--- src/rtl/pwm_array.sv ---
// Multi-channel PWM generator with double-buffered duty bank and tick prescaler.
// A full bank of STAGE duty words is streamed into shadow registers and committed
// to the active compare registers only at a period boundary (or any clk while
// stopped), so a period never mixes old and new duties.
// Optional feature: define PWM_CENTER_EN to add the `center` port and up/down
// (center-aligned) counting; without it the block is edge-aligned only.
module pwm_array #(
  parameter int unsigned DWIDTH = 8,
  parameter int unsigned STAGE  = 8,
  parameter int unsigned PSC_W  = 8
) (
  input  logic              clk,
  input  logic              rst,
  input  logic              start,
  input  logic [PSC_W-1:0]  psc,
  input  logic              in_valid,
  output logic              in_ready,
  input  logic [DWIDTH-1:0] data,
`ifdef PWM_CENTER_EN
  input  logic              center,
`endif
  output logic [STAGE-1:0]  out,
  output logic              period_start,
  output logic              pending
);

  localparam int unsigned PtrW = (STAGE > 1) ? $clog2(STAGE) : 1;
  localparam logic [DWIDTH-1:0] MaxCnt = '1;
  localparam logic [PtrW-1:0] LastPtr = PtrW'(STAGE - 1);

  typedef enum logic {StStop, StRun} state_e;

  state_e              state_q, state_d;
  logic [DWIDTH-1:0]   cnt_q, cnt_d;
  logic [PSC_W-1:0]    pre_q, pre_d;
  logic [PSC_W-1:0]    psc_q, psc_d;
  logic [PtrW-1:0]     wr_ptr_q;
  logic                pending_q;
  logic [DWIDTH-1:0]   shadow_q [STAGE];
  logic [DWIDTH-1:0]   active_q [STAGE];
  logic [DWIDTH-1:0]   active_nx [STAGE];
  logic [STAGE-1:0]    out_q, out_d;
  logic                ps_q, ps_d;
  logic                tick, boundary, accept, commit;
`ifdef PWM_CENTER_EN
  logic                up_q, up_d;
  logic                mode_q, mode_d;
`endif

  assign accept       = in_valid && !pending_q;
  assign commit       = pending_q && ((state_q == StStop) || boundary);
  assign in_ready     = !pending_q;
  assign pending      = pending_q;
  assign out          = out_q;
  assign period_start = ps_q;

  // Run control, prescaler and period counter next-state.
  always_comb begin
    state_d  = state_q;
    cnt_d    = cnt_q;
    pre_d    = pre_q;
    psc_d    = psc_q;
    tick     = 1'b0;
    boundary = 1'b0;
`ifdef PWM_CENTER_EN
    up_d     = up_q;
    mode_d   = mode_q;
`endif
    unique case (state_q)
      StStop: begin
        cnt_d = '0;
        pre_d = '0;
        psc_d = psc;
`ifdef PWM_CENTER_EN
        up_d  = 1'b1;
`endif
        if (start) begin
          // First tick is presented immediately as count 0 with a boundary.
          state_d  = StRun;
          boundary = 1'b1;
`ifdef PWM_CENTER_EN
          mode_d   = center;
`endif
        end
      end
      StRun: begin
        if (!start) begin
          state_d = StStop;
          cnt_d   = '0;
          pre_d   = '0;
`ifdef PWM_CENTER_EN
          up_d    = 1'b1;
`endif
        end else begin
          if (pre_q == psc_q) begin
            tick  = 1'b1;
            pre_d = '0;
            psc_d = psc;
          end else begin
            pre_d = pre_q + 1'b1;
          end
          if (tick) begin
`ifdef PWM_CENTER_EN
            if (mode_q) begin
              if (up_q) begin
                if (cnt_q == MaxCnt) begin
                  up_d  = 1'b0;
                  cnt_d = MaxCnt - 1'b1;
                end else begin
                  cnt_d = cnt_q + 1'b1;
                end
              end else begin
                cnt_d = cnt_q - 1'b1;
                if (cnt_q == DWIDTH'(1)) begin
                  up_d     = 1'b1;
                  boundary = 1'b1;
                end
              end
            end else begin
`endif
              cnt_d    = cnt_q + 1'b1;
              boundary = (cnt_q == MaxCnt);
`ifdef PWM_CENTER_EN
            end
            if (boundary) begin
              mode_d = center;
              up_d   = 1'b1;
            end
`endif
          end
        end
      end
      default: state_d = StStop;
    endcase
  end

  // Compare against the duties that will be active after this edge.
  always_comb begin
    out_d = '0;
    for (int i = 0; i < STAGE; i++) begin
      active_nx[i] = commit ? shadow_q[i] : active_q[i];
      out_d[i]     = (state_d == StRun) && (cnt_d < active_nx[i]);
    end
    ps_d = boundary && (state_d == StRun);
  end

  // Counter, run state and registered outputs.
  always_ff @(posedge clk or negedge rst) begin
    if (!rst) begin
      state_q <= StStop;
      cnt_q   <= '0;
      pre_q   <= '0;
      psc_q   <= '0;
      out_q   <= '0;
      ps_q    <= 1'b0;
`ifdef PWM_CENTER_EN
      up_q    <= 1'b1;
      mode_q  <= 1'b0;
`endif
    end else begin
      state_q <= state_d;
      cnt_q   <= cnt_d;
      pre_q   <= pre_d;
      psc_q   <= psc_d;
      out_q   <= out_d;
      ps_q    <= ps_d;
`ifdef PWM_CENTER_EN
      up_q    <= up_d;
      mode_q  <= mode_d;
`endif
    end
  end

  // Load path into shadow bank and commit to active bank.
  always_ff @(posedge clk or negedge rst) begin
    if (!rst) begin
      wr_ptr_q  <= '0;
      pending_q <= 1'b0;
      for (int i = 0; i < STAGE; i++) begin
        shadow_q[i] <= '0;
        active_q[i] <= '0;
      end
    end else begin
      if (accept) begin
        shadow_q[wr_ptr_q] <= data;
        if (wr_ptr_q == LastPtr) begin
          wr_ptr_q  <= '0;
          pending_q <= 1'b1;
        end else begin
          wr_ptr_q <= wr_ptr_q + 1'b1;
        end
      end
      if (commit) begin
        pending_q <= 1'b0;
        for (int i = 0; i < STAGE; i++) active_q[i] <= shadow_q[i];
      end
    end
  end

endmodule

--- config.mk ---
export PLATFORM = sky130hd
export DESIGN_NAME = pwm_array
export DESIGN_NICKNAME = d
export VERILOG_FILES = /design/src/rtl/pwm_array.sv
export SDC_FILE = /design/constraint.sdc
export NUM_CORES = 1
export LEC_CHECK = 0
export ABC_CLOCK_PERIOD_IN_PS = 4100
export BUFFER_PORTS_ARGS = -buffer_cell sky130_fd_sc_hd__clkbuf_2
export CELL_PAD_IN_SITES_DETAIL_PLACEMENT = 1
export CELL_PAD_IN_SITES_GLOBAL_PLACEMENT = 1
export CORE_ASPECT_RATIO = 0.7
export CORE_MARGIN = 2
export CORE_UTILIZATION = 40
export CTS_CLUSTER_DIAMETER = 120
export DETAILED_ROUTE_END_ITERATION = 12
export GPL_TIMING_DRIVEN = 0
export PLACE_DENSITY = 0.77
export SETUP_SLACK_MARGIN = 0.3
export SLEW_MARGIN = 20
export SYNTH_ARGS = -nofsm -noshare
export SYNTH_HDL_FRONTEND = slang
export SYNTH_SLANG_ARGS = --single-unit
--- constraint.sdc ---
create_clock -name clk -period 4.1 [get_ports clk]
set_input_delay 0.82 -clock clk [delete_from_list [all_inputs] [get_ports clk]]
set_output_delay 0.82 -clock clk [all_outputs]
set_load 0.02 [all_outputs]
==> results list <==
- For this run, the detailed router's first-pass iteration total came to 4.
- The die is 127 um tall.
* Post-Route Utilization: about 46%
* Worst setup path start: pre_q[1]
- For this run, design rule violations remaining after detail routing come to 0.
- CTS Buf Count: 17
- Start of the worst register-to-register path: pre_q[1]
* Critical Path Source Type: flop
* Setup violation total in the final timing report: 0
- First-pass GRT wire length: 34,900 um
- VDD IR max: 0.342 mV
- Status: completed
* EDFF count, synth: 0
- Synthesis instantiated 45 different standard cells from the library.
* Floorplan row count: 45
- Port buffer count: 30
* Unrepaired setup endpoints after global routing: no
- Vias in the first global route: approximately 6,000
- Post-Place Setup Slack: 68.6 ps
- The detail route stage leaves a number of antenna-violating nets equal to 0.
* Lkg Pwr: 4.38 nW
- Clock-pin slew was measured on the worst setup and hold paths at 70 ps.
* Slew of the pin with the lowest slew margin: slightly below 1000 ps
- Element type at the critical path end: flop
- The cell area that synthesis handed to floorplanning was 8680 um^2.
* Worst flop-to-flop path endpoint: out[3]
- The filler cells instantiated in the layout total 2,272.
- Post-Syn Instances: 682
- Final instance count without filler cells: 1,032
* DP Cell Count: about 1,000
* Final critical-path share of the clock period: 87.4%
- The H-tree was split into 4 levels.
- At the end of routability-driven placement, the weighted congestion stood at roughly 0.8.
- After synthesis the netlist holds a flip-flop and latch count of 166.
- Vias after detailed routing: 5,772
* Busiest layer in global routing: met2
- The routed design has about 22,000 um of wire.
- After detailed routing, the average wire length per cell comes to 21.3 um.
- Post-layout nets: 817
* Critical path capture point: out[3]
* Vias per cell: around 5.6
* Clock net sink count: 166
- For the finished layout, the period the worst path requires is 3580 ps.
- For met1 alone, demand over resource in global routing was 29.8%.
- The number of antenna violations at the first check in global routing came to 0.
* Count of final hold-check violations: 0
- Of all nets on the critical path, the largest fanout is 10.
- Across the routed clock network, the largest skew measured is 6.89 ps.
- For met2 alone, demand over resource in global routing was approximately 30%.
* Total gr overflow: 0
- The most common cell in the synthesized netlist is sky130_fd_sc_hd__dfrtp_1.
- For flop-to-flop paths, the worst setup slack is about 520 ps.
- In the synthesized netlist the async set-or-reset flop fraction comes to between 90% and 100%.
- CP Class: flop to flop
- Io pins: 31
- Area growth, synth to finish: 14.0%
- Number of buffers added to fix hold violations after cts: 0
- CTS Buffer Depth: 2
- Warnings, synthesis: 0
* Most area-consuming cells after synthesis: sky130_fd_sc_hd__dfrtp_1 48%, sky130_fd_sc_hd__mux2_2 15%, sky130_fd_sc_hd__ha_1 8.7%, sky130_fd_sc_hd__mux2i_1 6.6%, sky130_fd_sc_hd__mux2_4 2.2%
- Data arrival, critical path: ~4000 ps
- Achievable clock frequency: roughly 280 MHz
- The later pin in the worst-skew pair is clocked with a latency of about 440 ps.
- Share of final-layout standard cells stronger than drive strength 1: 30.7%
- Clock tree from TritonCTS: done
- The root buffer cell chosen for the clock tree is sky130_fd_sc_hd__clkbuf_16.
- Across the run, the number of max-cap violations was 0.
* Number of DRC markers in iteration 0: 301
- The worst register-to-register path has a depth of 12.
- PD cells: 637 nW/um^2
- For this run, the leading register cell type out of synthesis is sky130_fd_sc_hd__dfrtp_1.
* Min Hold Slack: 257 ps
- List of most frequent post-synthesis cells: 166 x sky130_fd_sc_hd__dfrtp_1, 117 x sky130_fd_sc_hd__mux2_2, 60 x sky130_fd_sc_hd__ha_1
* Data required, critical path: 4410 ps
* Post-Syn Nets: 762
- The multi-input combinational cells in the finished layout cover a total of 4380 um^2.
- Worst relative slew slack: 34.4%
- Core footprint: roughly 22,000 um^2
- Aggregate global-route resource usage: 20.1%
* Sequential cell area fraction in the yosys report: between 40% and 50%
* Die W: ~180 um
* Final number of max-transition violations: 0
- Setup WS post-layout: around 520 ps
- The path class of the tightest hold or removal check is input port to asynchronous set/reset pin.
- Global routing consumed, on the met3 layer, under 10% of the routing resources.
- Starting Density: between 40 and 50%
* HPWL Detailed: 14,900 um
- The repair_antennas step left the layout with diodes totalling 0.
- Mean instance size in the synthesized netlist: 12.7 um^2
* Reg area: between 4000 and 5000 um^2
- Fraction of synthesized cell area taken by the top area cell type: 47.9%
- Entering global routing, the biggest net connects 74 pins.
- Die area: 22,900 um^2
- Top cell type by total area after synthesis: sky130_fd_sc_hd__dfrtp_1
==> routing by layer <==
metal	routed length, um	up-vias
li1	-	2655
met1	11000	3006
met2	9540	86
met3	1050	25
met4	337	0
met5	0	-
==> worst min path at each step <==
stage	startpoint	endpoint	slack, ps	cells after the start
2_1_floorplan	active_q[33]	active_q[33]	480	1
3_3_place_gp	active_q[41]	active_q[41]	490	1
3_5_place_dp	active_q[47]	active_q[47]	500	1
4_1_cts	rst	period_start	250	1
5_1_grt	rst	wr_ptr_q[1]	260	1
6_report	rst	period_start	260	1
==> cell usage in the layout (no fill, tap or decap), types with 12 or more instances in the layout <==
cell / count
sky130_fd_sc_hd__a21oi_1: 23
sky130_fd_sc_hd__nand3b_1: 15
sky130_fd_sc_hd__mux2_4: 14
sky130_fd_sc_hd__o21ai_0: 12
sky130_fd_sc_hd__mux2i_1: 57
sky130_fd_sc_hd__a21o_1: 12
sky130_fd_sc_hd__nand2_1: 22
sky130_fd_sc_hd__nand4_1: 20
sky130_fd_sc_hd__dfrtp_1: 166
sky130_fd_sc_hd__nor2_1: 16
sky130_fd_sc_hd__clkbuf_2: 29
sky130_fd_sc_hd__clkbuf_16: 17
sky130_fd_sc_hd__mux2_2: 116
sky130_fd_sc_hd__ha_1: 60
==> critical path: stages, from the launching register on <==
cell and delay (ps):
sky130_fd_sc_hd__dfrtp_1 450, sky130_fd_sc_hd__xnor2_1 240, sky130_fd_sc_hd__and4_1 290, sky130_fd_sc_hd__buf_2 260, sky130_fd_sc_hd__nand4_1 140, sky130_fd_sc_hd__xor2_1 170, sky130_fd_sc_hd__nor2_2 670, sky130_fd_sc_hd__ha_1 380
sky130_fd_sc_hd__a21oi_1 160, sky130_fd_sc_hd__o21ai_0 90, sky130_fd_sc_hd__a21oi_1 170, sky130_fd_sc_hd__nand4b_1 110, sky130_fd_sc_hd__o21ai_0 310
==> cell families (layout without fill, tap and decap cells) <==
group	count (synthesis)	after routing	synth area share [%]
xor gates and xnor gates	17	17	1.72
DFF	166	166	47.9
and+or+nand+nor	126	126	8.30
AOI/OAI and AO/OA	93	93	7.34
buffers and inverters	33	101	2.12
adders and majority gates	60	60	8.65
muxes	187	187	24.0
==> per-stage QoR <==
| stage | power, mW | instance area [um^2] | TNS (ps) |
|---|---|---|---|
| 2_1_floorplan | 4.20 | 8680 | 0 |
| 3_3_place_gp | 4.61 | 9180 | -155080 |
| 3_5_place_dp | 4.76 | 9270 | 0 |
| 4_1_cts | 6.37 | 9850 | 0 |
| 5_1_grt | 6.72 | 9900 | 0 |
| 6_report | 6.31 | 9900 | 0 |
==> cell type report <==
| cell class | count | area share (%) |
|---|---|---|
| tap | 282 | 3.57 |
| sequential | 166 | 42.0 |
| clock buffer | 19 | 4.48 |
| multi-input combinational | 483 | 44.2 |
| inverter | 4 | 0.152 |
| clock inverter | 13 | 1.25 |
| buffer | 29 | 1.73 |
| timing repair buffer | 36 | 2.63 |
==> registers in the layout, indices dropped and copies added, names as in the netlist <==
name / flops
shadow_q: 64
psc_q: 8
pre_q: 8
out: 8
state_q: 1
period_start: 1
pending: 1
active_q: 64
wr_ptr_q: 3
cnt_q: 8
==> timing repair <==
item,CTS,global route
setup endpoints to repair,1,1
hold endpoints to repair,0,0
buffers inserted,0,3
pin swaps,0,1
resized for setup,1,4
==> power by group <==
part / internal [mW] / total, mW / switching (mW) / leakage [nW]
sequential: 2.28 / 2.68 / 0.404 / 2.01
combinational: 1.12 / 2.06 / 0.947 / 2.10
clock: 0.859 / 1.56 / 0.705 / 0.276
Note: power is estimated with default switching activity, not from simulation.
